[config.mk]
export PLATFORM = sky130hd
export DESIGN_NAME = cpu_sequencer
export DESIGN_NICKNAME = d
export VERILOG_FILES = /design/src/rtl/cpu_sequencer.sv
export SDC_FILE = /design/constraint.sdc
export NUM_CORES = 1
export LEC_CHECK = 0
export ABC_AREA = 1
export CAP_MARGIN = 20
export CORE_ASPECT_RATIO = 1.4
export CORE_MARGIN = 1
export CORE_UTILIZATION = 41
export DETAILED_ROUTE_END_ITERATION = 10
export PLACE_DENSITY = 0.91
export SETUP_SLACK_MARGIN = 0.15
export SYNTH_ARGS = -nofsm -noshare
export SYNTH_HDL_FRONTEND = slang
export SYNTH_SLANG_ARGS = --single-unit
[constraint.sdc]
create_clock -name clk -period 2.8 [get_ports clk]
set_input_delay 0.56 -clock clk [delete_from_list [all_inputs] [get_ports clk]]
set_output_delay 0.56 -clock clk [all_outputs]
set_load 0.05 [all_outputs]
[src/rtl/cpu_sequencer.sv]
// Purpose : control core of the 8-bit bus CPU: micro-cycle counter, (opcode, cycle) decode, bus control lines, adder ALU.
// Latency : decode, control lines and ALU are combinational (zero latency); the cycle counter updates on the rising clk edge.
// Backpressure: run=0 freezes the cycle counter; HALT freezes it until reset. Optional SUB opcode: define ALU_SUB_EN.
module cpu_sequencer #(
   parameter int WIDTH = 8,
   parameter int CYC_W = 4
) (
   input  logic             clk,
   input  logic             reset,
   input  logic             run,
   input  logic [3:0]       opcode,
   input  logic [WIDTH-1:0] a_in,
   input  logic [WIDTH-1:0] b_in,
   input  logic             cin,
   output logic [WIDTH-1:0] alu_out,
   output logic             cout,
   output logic [CYC_W-1:0] cycle,
   output logic [3:0]       state,
   output logic             halted,
   output logic             c_ai,
   output logic             c_ao,
   output logic             c_bi,
   output logic             c_ci,
   output logic             c_co,
   output logic             c_eo,
   output logic             c_ii,
   output logic             c_j,
   output logic             c_mi,
   output logic             c_oi,
   output logic             c_ro,
   output logic             c_zi,
   output logic             c_zo,
   output logic             c_next
);

   typedef enum logic [3:0] {
      ST_FETCH_PC   = 4'd0,
      ST_FETCH_INST = 4'd1,
      ST_FETCH_ARG  = 4'd2,
      ST_LOAD_Z     = 4'd3,
      ST_RAM_A      = 4'd4,
      ST_RAM_B      = 4'd5,
      ST_ALU        = 4'd6,
      ST_OUT_A      = 4'd7,
      ST_JUMP_Z     = 4'd8,
      ST_NEXT       = 4'd9,
      ST_HALT       = 4'd10,
      ST_ALU_SUB    = 4'd11
   } state_t;

   localparam int SW = WIDTH + 1;

   logic [CYC_W-1:0] cycle_q;
   logic [CYC_W-1:0] cycle_d;
   state_t           st;
   int unsigned      cyc_idx;
   logic [SW-1:0]    alu_sum;

   // Decode the micro-state from the live opcode and current cycle; no opcode latch.
   always_comb begin
      st      = ST_NEXT;
      cyc_idx = 32'(cycle_q);
      if (cyc_idx == 0) begin
         st = ST_FETCH_PC;
      end else if (cyc_idx == 1) begin
         st = ST_FETCH_INST;
      end else begin
         case (opcode)
            4'd1: begin
               case (cyc_idx)
                  2:       st = ST_FETCH_PC;
                  3:       st = ST_FETCH_ARG;
                  4:       st = ST_LOAD_Z;
                  5:       st = ST_RAM_A;
                  default: st = ST_NEXT;
               endcase
            end
            4'd2: begin
               case (cyc_idx)
                  2:       st = ST_FETCH_PC;
                  3:       st = ST_FETCH_ARG;
                  4:       st = ST_LOAD_Z;
                  5:       st = ST_RAM_B;
                  6:       st = ST_ALU;
                  default: st = ST_NEXT;
               endcase
            end
            4'd3: begin
               if (cyc_idx == 2) st = ST_OUT_A;
            end
            4'd4: begin
               case (cyc_idx)
                  2:       st = ST_FETCH_PC;
                  3:       st = ST_JUMP_Z;
                  default: st = ST_NEXT;
               endcase
            end
`ifdef ALU_SUB_EN
            4'd5: begin
               case (cyc_idx)
                  2:       st = ST_FETCH_PC;
                  3:       st = ST_FETCH_ARG;
                  4:       st = ST_LOAD_Z;
                  5:       st = ST_RAM_B;
                  6:       st = ST_ALU_SUB;
                  default: st = ST_NEXT;
               endcase
            end
`endif
            4'd15: begin
               if (cyc_idx == 2) st = ST_HALT;
            end
            default: st = ST_NEXT;
         endcase
      end
   end

   // Next cycle: restart after NEXT, park in HALT, otherwise count (natural wrap).
   always_comb begin
      cycle_d = cycle_q;
      if (run) begin
         if (st == ST_NEXT) begin
            cycle_d = '0;
         end else if (st != ST_HALT) begin
            cycle_d = cycle_q + CYC_W'(1);
         end
      end
   end

   // Cycle counter register.
   always_ff @(posedge clk or negedge reset) begin
      if (!reset) begin
         cycle_q <= '0;
      end else begin
         cycle_q <= cycle_d;
      end
   end

   // Adder ALU; the SUB micro-state turns it into a + ~b + 1, cout=1 meaning no borrow.
   always_comb begin
      alu_sum = {1'b0, a_in} + {1'b0, b_in} + SW'(cin);
`ifdef ALU_SUB_EN
      if (st == ST_ALU_SUB) begin
         alu_sum = {1'b0, a_in} + {1'b0, ~b_in} + SW'(1);
      end
`endif
   end

   assign {cout, alu_out} = alu_sum;
   assign cycle  = cycle_q;
   assign state  = st;
   assign halted = (st == ST_HALT);

   // One-hot bus control lines; only one bus driver (ao/co/eo/ro/zo) is active per state.
   assign c_ai   = (st == ST_RAM_A) || (st == ST_ALU) || (st == ST_ALU_SUB);
   assign c_ao   = (st == ST_OUT_A);
   assign c_bi   = (st == ST_RAM_B);
   assign c_ci   = (st == ST_FETCH_INST) || (st == ST_FETCH_ARG) || (st == ST_JUMP_Z);
   assign c_co   = (st == ST_FETCH_PC);
   assign c_eo   = (st == ST_ALU) || (st == ST_ALU_SUB);
   assign c_ii   = (st == ST_FETCH_INST);
   assign c_j    = (st == ST_JUMP_Z);
   assign c_mi   = (st == ST_FETCH_PC) || (st == ST_LOAD_Z);
   assign c_oi   = (st == ST_OUT_A);
   assign c_ro   = (st == ST_FETCH_INST) || (st == ST_FETCH_ARG) || (st == ST_JUMP_Z) ||
                   (st == ST_RAM_A) || (st == ST_RAM_B);
   assign c_zi   = (st == ST_FETCH_ARG);
   assign c_zo   = (st == ST_LOAD_Z);
   assign c_next = (st == ST_NEXT) || !reset;

endmodule

==> results of run 1 <==
==> stage by stage <==
| stage | setup WS (ns) | hold WS (ns) |
|---|---|---|
| 3_5_place_dp | -0.558 | 0.605 |
| 3_3_place_gp | -0.479 | 0.575 |
| 2_1_floorplan | -0.0323 | 0.264 |
==> cell families after synthesis <==
| family | synth area share [%] |
|---|---|
| compound gates | 7.09 |
| xor+xnor | 5.51 |
| fa+ha+maj | 16.0 |
| buf+inv | 14.8 |
| flops | 9.00 |
| simple gates | 47.6 |
==> flow_summary.ini, run 1 <==
[run_status]
stop_stage = clock tree synthesis (4_1_cts)
status = stopped before the end
stop_error = [ERROR DPL-0038] Utilization greater than 100%, impossible to legalize

[synthesis]
yosys_warnings = 0
synth_top_area_cell = nand2_1
synth_area_leaders = nand2_1 (18%), ha_1 (12%), inv_1 (10%), dfrtp_1 (9.0%), nand3_1 (8.1%)
syn_area_per_cell_um2 = 5.82
yosysSeqAreaShare_pct = 9.00
netlist_top_cells_count = nand2_1 (54), inv_1 (30), nor2_1 (21), nand3_1 (18), ha_1 (11)
synth_top_area_share_pct = 18.2
async_reset_ff_share_pct = 100
synth_edf_count = 0
yosys.cell_count.top_type = nand2_1
syn-num-nets = 228
synth_area_um2 = 1110
synthFlopType = dfrtp_1
ys_ff_latch = 4
yosysUniqueCellTypes = 27
syn_inst = 191

[place]
dp_hpwl_mm = 4.15
dp.cells = 308
port_buffers = 55
post_dp_cell_area_um2 = 2370
gp_congestion = 0.857

[die]
start_util_pct = 43.0
die_w_um = 46.0
rows = 22
io_pins = 56
dieHeight_um = 63.6

[clock_network]
post_cts_resize_count = 111
clockRootBuffer = clkbuf_4
cts_buffers = 3
clock-sinks = 4
cts_setup_buffers = 17
hold_buffers = 0
cts_htree_levels = 1
ctsLongestPathBuffers = 2
==> run 2: changes to the inputs <==
- CORE_AREA: unset -> 2 2 63 65
- CORE_ASPECT_RATIO: 1.4 -> unset
- CORE_MARGIN: 1 -> unset
- CORE_UTILIZATION: 41 -> unset
- DIE_AREA: unset -> 0 0 65 67
- PLACE_DENSITY: 0.91 -> unset
- PLACE_DENSITY_LB_ADDON: unset -> 0.15
- SETUP_SLACK_MARGIN: 0.15 -> unset
==> run 2 against run 1 <==
The flow now finishes without violations. Area after synthesis unchanged. Synthesized cell count unchanged.
==> flow_summary.ini, run 2 <==
[run_status]
status = complete, no violations

[synthesis]
synth_top_area_share_pct = 18.2
syn_area_per_cell_um2 = 5.82
synth_area_um2 = 1110
yosysSeqAreaShare_pct = 9.00
synthFlopType = dfrtp_1
yosysUniqueCellTypes = 27
async_reset_ff_share_pct = 100
yosys.cell_count.top_type = nand2_1
synth_top_area_cell = nand2_1
yosys_warnings = 0
synth_edf_count = 0
syn-num-nets = 228
syn_inst = 191
netlist_top_cells_count = nand2_1 (54), inv_1 (30), nor2_1 (21), nand3_1 (18), ha_1 (11)
ys_ff_latch = 4
synth_area_leaders = nand2_1 (18%), ha_1 (12%), inv_1 (10%), dfrtp_1 (9.0%), nand3_1 (8.1%)

[cells_and_area]
num-nets-final = 318
final_area_um2 = 2580
area_growth_pct = 132
fill_cells = 269
layout_commonest_cell = nand2_1
layout_common_cells = nand2_1 (43), buf_4 (31), buf_12 (27)
diodes = 0
drive_above_1_share_pct = 57.0
largest_reg_flops = 4

[timing]
final.setup_skew_ns = 0.000552
hold_violations = 0
maxClockFrequency_mhz = 367
min_period_ns = 2.73
slew_viol_final = 0
worstMarginPinSlew_ns = 0.493
relSlewSlack_pct = 67.0
whs_ns = 0.578
min_period_over_period_pct = 97.4
worst_slack_ns = 0.0736
timing.setup.tns_ns = 0
rsz0062_at_grt = yes
setup_violations = 0

[place]
post_dp_cell_area_um2 = 2280
port_buffers = 55
place_ws_ns = -0.357
dp_hpwl_mm = 2.72
gp_congestion = 0.835

[pwr]
pwr_density_cell_nw_per_um2 = 1050
p_leak_nw = 1.27
ir_drop_v = 0.000773

[critical_path]
crit_type = input port to output pin
arrival_ns = 2.17
path_max_fanout = 2
crit_path_end_kind = output pin
cp-start-kind = input port
worstPathRequired_ns = 2.24

[clock_network]
hold_buffers = 0
clock-sinks = 4
cts_buffers = 3
ctsLongestPathBuffers = 2
cts_tree = done
cts_htree_levels = 1
clockRootBuffer = clkbuf_8
worstSkewPairLatency_ns = 0.21
clk_pin_slew_ns = 0.03

[detailed_routing]
drt_iter0_drc = 20
ant_nets = 0
via_per_inst = 4.47
drc = 0
num_vias = 1463
wirelength_mm = 3.52
first_pass_iters = 4
routedWlPerCell_um = 10.8

[die]
dieHeight_um = 67
core-area_um2 = 3610
io_pins = 56
dieArea_um2 = 4360
die_w_um = 65
rows = 22
start_util_pct = 30.8

[hold_path]
worstHoldPathType = input port to async pin

[global_route]
grt_usage_pct = 16.7
grt_pass1_vias = 1435
grt_max_degree = 10
grt_overflow = 0
antenna_found_initial = 0
grt_pass1_wl_mm = 5.97

[flow_run]
cap_violations = 0
[run 2: critical path, stage by stage]
cell     delay (ns)
buf_6          0.10
inv_4          0.04
fa_2           0.19
inv_2          0.04
fa_2           0.35
nand3_2        0.07
nand3_2        0.06
a21o_1         0.17
a21oi_2        0.14
buf_4          0.15
xor2_4         0.16
buf_12         0.15
[run 2: power breakdown]
group / switching (mW) / internal, mW
clock network: 0.0292 / 0.0916
registers: 0.0763 / 0.0922
logic: 1.36 / 1.07
[run 2: final timing paths]
check,from,to,slack (ns),depth (start not counted)
max in group asynchronous,reset,cycle[0],2.00,1
setup reg to reg,cycle[0],cycle[2],0.65,14
hold / removal,reset,cycle[3],0.58,1
setup / recovery,cin,alu_out[6],0.07,12
hold reg to reg,cycle[1],cycle[1],0.60,2
min in group clk,cycle[1],cycle[1],0.60,2
[run 2: logic make-up after synthesis]
group | count (synthesis) | synth area share, %
AND/OR/NAND/NOR | 112 | 47.6
buffers and inverters | 41 | 14.8
AO/OA/AOI/OAI | 14 | 7.09
adder cells (fa/ha/maj) | 13 | 16.0
XOR/XNOR | 7 | 5.51
flip-flops | 4 | 9.00
[run 2: routing by layer]
| metal | share of wire (%) | global-route usage [%] | up-vias |
|---|---|---|---|
| li1 | - | - | 767 |
| met1 | 43 | 21.3 | 657 |
| met2 | 53 | 30.9 | 39 |
| met3 | 4.6 | 1.35 | 0 |
| met4 | 0 | 2.39 | 0 |
| met5 | 0 | 0 | - |
[run 2: stage by stage]
step	power (mW)	std cells	util (%)
floorplan	1.41	191	-
global placement	2.35	316	63.1
detailed placement	2.36	316	63.1
CTS	2.64	323	69.4
global route	2.88	327	71.6
finish	2.72	327	71.6
[run 2: timing repair]
item,CTS,global route
buffers inserted,4,4
setup endpoints to repair,23,17
resized for setup,69,23
pin swaps,27,21
[run 2: cell type report]
type                    instances  area [um2]  area share, %
repair buffers                 87        1040           40.4
multi-input cells             146        1170           45.3
inverters                      39         161           6.25
flip-flops and latches          4         108           4.17
clock buffers                   3        41.3           1.60
well taps                      48        60.1           2.33
No activity file was read; power rests on OpenSTA's default activity.
==> run 3: changes to the inputs <==
- ABC_AREA: 1 -> 0
- clock period: 2.8 -> 3.49 ns (I/O delays scaled with it)
==> run 3 against run 2 <==
Core utilization fell by 4.2 points. Synthesized cell count fell by 21%. Hold slack improved by 0.011 ns. Non-clock buffer count rose by 3. Design area fell by 5.9%. First-iteration DRC count rose by 35%. Clock-buffer cell count rose by 1. Sequential share of layout area rose by 0.11 points. Area after synthesis did not move. Global-route usage rose by 1.7 points. Combinational power fell by 21%. Routed wire length rose by 11%. Critical path type is now register to output pin. Largest cell class unchanged. Largest power group unchanged.
==> flow_summary.ini, run 3 <==
[run_status]
status = complete, no violations

[global_route]
grt_overflow = 0
grtUsageMet1_pct = 21.2
use_met2_pct = 34.5
grt.busiest_layer = met2
grt_usage_pct = 18.3
grt_pass1_vias = 1397
antenna_found_initial = 0
grt_max_degree = 15
use_met3_pct = 2.20
grt_pass1_wl_mm = 6.29

[timing]
hold_violations = 0
setup_violations = 0
min_period_ns = 3.40
slew_viol_final = 0
maxClockFrequency_mhz = 294
timing.setup.tns_ns = 0
worstMarginPinSlew_ns = 0.522
relSlewSlack_pct = 65.1
final.setup_skew_ns = 0.00614
whs_ns = 0.590
min_period_over_period_pct = 97.4

[synthesis]
synth_area_um2 = 1110
synth_top_area_share_pct = 12.4
yosysUniqueCellTypes = 50
netlist_top_cells_count = nand2_1 (17), nor2_1 (14), inv_1 (13), ha_1 (11), o21ai_0 (10)
ys_ff_latch = 4
yosys_warnings = 0
synth_edf_count = 0
synth_top_area_cell = ha_1
synthFlopType = dfrtp_1
yosys.cell_count.top_type = nand2_1
yosysSeqAreaShare_pct = 9.00
synth_area_leaders = ha_1 (12%), dfrtp_1 (9.0%), nand2_1 (5.7%), nor2_1 (4.7%), o21ai_0 (4.5%)
async_reset_ff_share_pct = 100
syn_area_per_cell_um2 = 7.37
syn-num-nets = 188
syn_inst = 151

[cells_and_area]
layout_commonest_cell = buf_4
final_cells = 285
drive_above_1_share_pct = 51.9
layout_common_cells = buf_4 (42), clkdlybuf4s50_1 (21), buf_12 (20)
largest_reg_flops = 4
num-nets-final = 275
diodes = 0
area_growth_pct = 118
final_area_um2 = 2430
fill_cells = 285

[hold_path]
whs_path_depth = 2
holdPathEnd = cycle[1]
worstHoldStart = cycle[1]
worstHoldPathType = register to register

[clock_network]
ctsLongestPathBuffers = 2
worstSkewPairLatency_ns = 0.23
hold_buffers = 0
cts_htree_levels = 1
clk_pin_slew_ns = 0.04
cts_tree = done
clockRootBuffer = clkbuf_8
cts_buffers = 3
clock-sinks = 4

[critical_path]
crit_path_end_kind = output pin
reg2reg_depth = 11
arrival_ns = 2.70
crit_type = register to output pin
crit_path_start = cycle[0]
r2r_setup_slack_ns = 0.95
r2r_start = cycle[0]
worstPathRequired_ns = 2.79
reg2reg_to = cycle[0]
cp-start-kind = register
path_max_fanout = 5

[detailed_routing]
via_per_inst = 4.99
drc = 0
first_pass_iters = 4
drt_iter0_drc = 27
num_vias = 1423
wirelength_mm = 3.92
routedWlPerCell_um = 13.7
ant_nets = 0

[pwr]
totalPowerFinal_mw = 2.15
pwr_density_cell_nw_per_um2 = 887
p_leak_nw = 1.08
ir_drop_v = 0.000858

[die]
rows = 22
core-area_um2 = 3610
io_pins = 56
dieArea_um2 = 4360
dieHeight_um = 67
start_util_pct = 30.8
die_w_um = 65

[place]
gp_congestion = 0.780
port_buffers = 55
post_dp_cell_area_um2 = 2230
dp.cells = 277
dp_hpwl_mm = 3.07

[flow_run]
cap_violations = 0
[run 3: what timing repair did]
action | 4_1_cts | 5_1_grt
hold endpoints to repair | 0 | 0
pin swaps | 8 | 19
setup endpoints to repair | 19 | 17
buffers inserted | 2 | 2
gates resized for setup | 18 | 28
[run 3: how the worst max path moves through the flow]
| stage | to | slack, ns | cells past startpoint |
|---|---|---|---|
| after floorplan | c_ro | -0.08 | 8 |
| after global placement | c_ro | -0.29 | 9 |
| after detailed placement | c_j | -0.35 | 11 |
| after CTS | c_ro | -0.03 | 11 |
| after global routing | c_ro | -0.03 | 10 |
| final | c_ro | 0.09 | 10 |
[run 3: kinds of logic (layout without fill, tap and decap cells)]
family          count (synthesis)  in the layout  synth area share [%]
simple gates                   60             60                  30.7
compound gates                 40             40                  25.4
buf+inv                        23            109                  9.90
fa+ha+maj                      13             13                  16.0
xor+xnor                        8              8                  6.30
flops                           4              4                  9.00
mux                             3              3                  2.70
[run 3: cell type report]
class / instances / area (um2) / share of cell area, %
flip-flops and latches: 4 / 104 / 4.28
well taps: 48 / 60.1 / 2.47
multi-input cells: 124 / 1160 / 47.6
clock buffers: 4 / 45.0 / 1.85
repair buffers: 90 / 1000 / 41.3
inverters: 15 / 61.3 / 2.52
[run 3: metal layers]
| layer | vias up | wire [um] |
|---|---|---|
| met4 | 0 | 31 |
| met5 | - | 0 |
| met3 | 4 | 211 |
| met1 | 667 | 1500 |
| met2 | 45 | 2180 |
| li1 | 707 | - |
[run 3: worst max-delay path, stage by stage (launching register included)]
cell and delay, ns:
dfrtp_2 0.40, inv_2 0.08, ha_4 0.16, or3b_4 0.42, o21a_1 0.18, a211o_1 0.31
nor3_4 0.18, mux2i_1 0.10, or3_4 0.38, o21ai_2 0.10, buf_12 0.16
[run 3: power by group]
group	total (mW)	internal [mW]	switching, mW
Clock	0.107	0.0784	0.0290
Sequential	0.116	0.0686	0.0473
Combinational	1.93	0.837	1.09
[run 3: metrics by stage]
| stage | util (%) | worst slack (ns) |
|---|---|---|
| after floorplan | - | -0.0808 |
| after global placement | 61.8 | -0.292 |
| after detailed placement | 61.8 | -0.354 |
| after CTS | 64.9 | -0.0266 |
| after global routing | 67.3 | -0.0291 |
| final | 67.3 | 0.0918 |
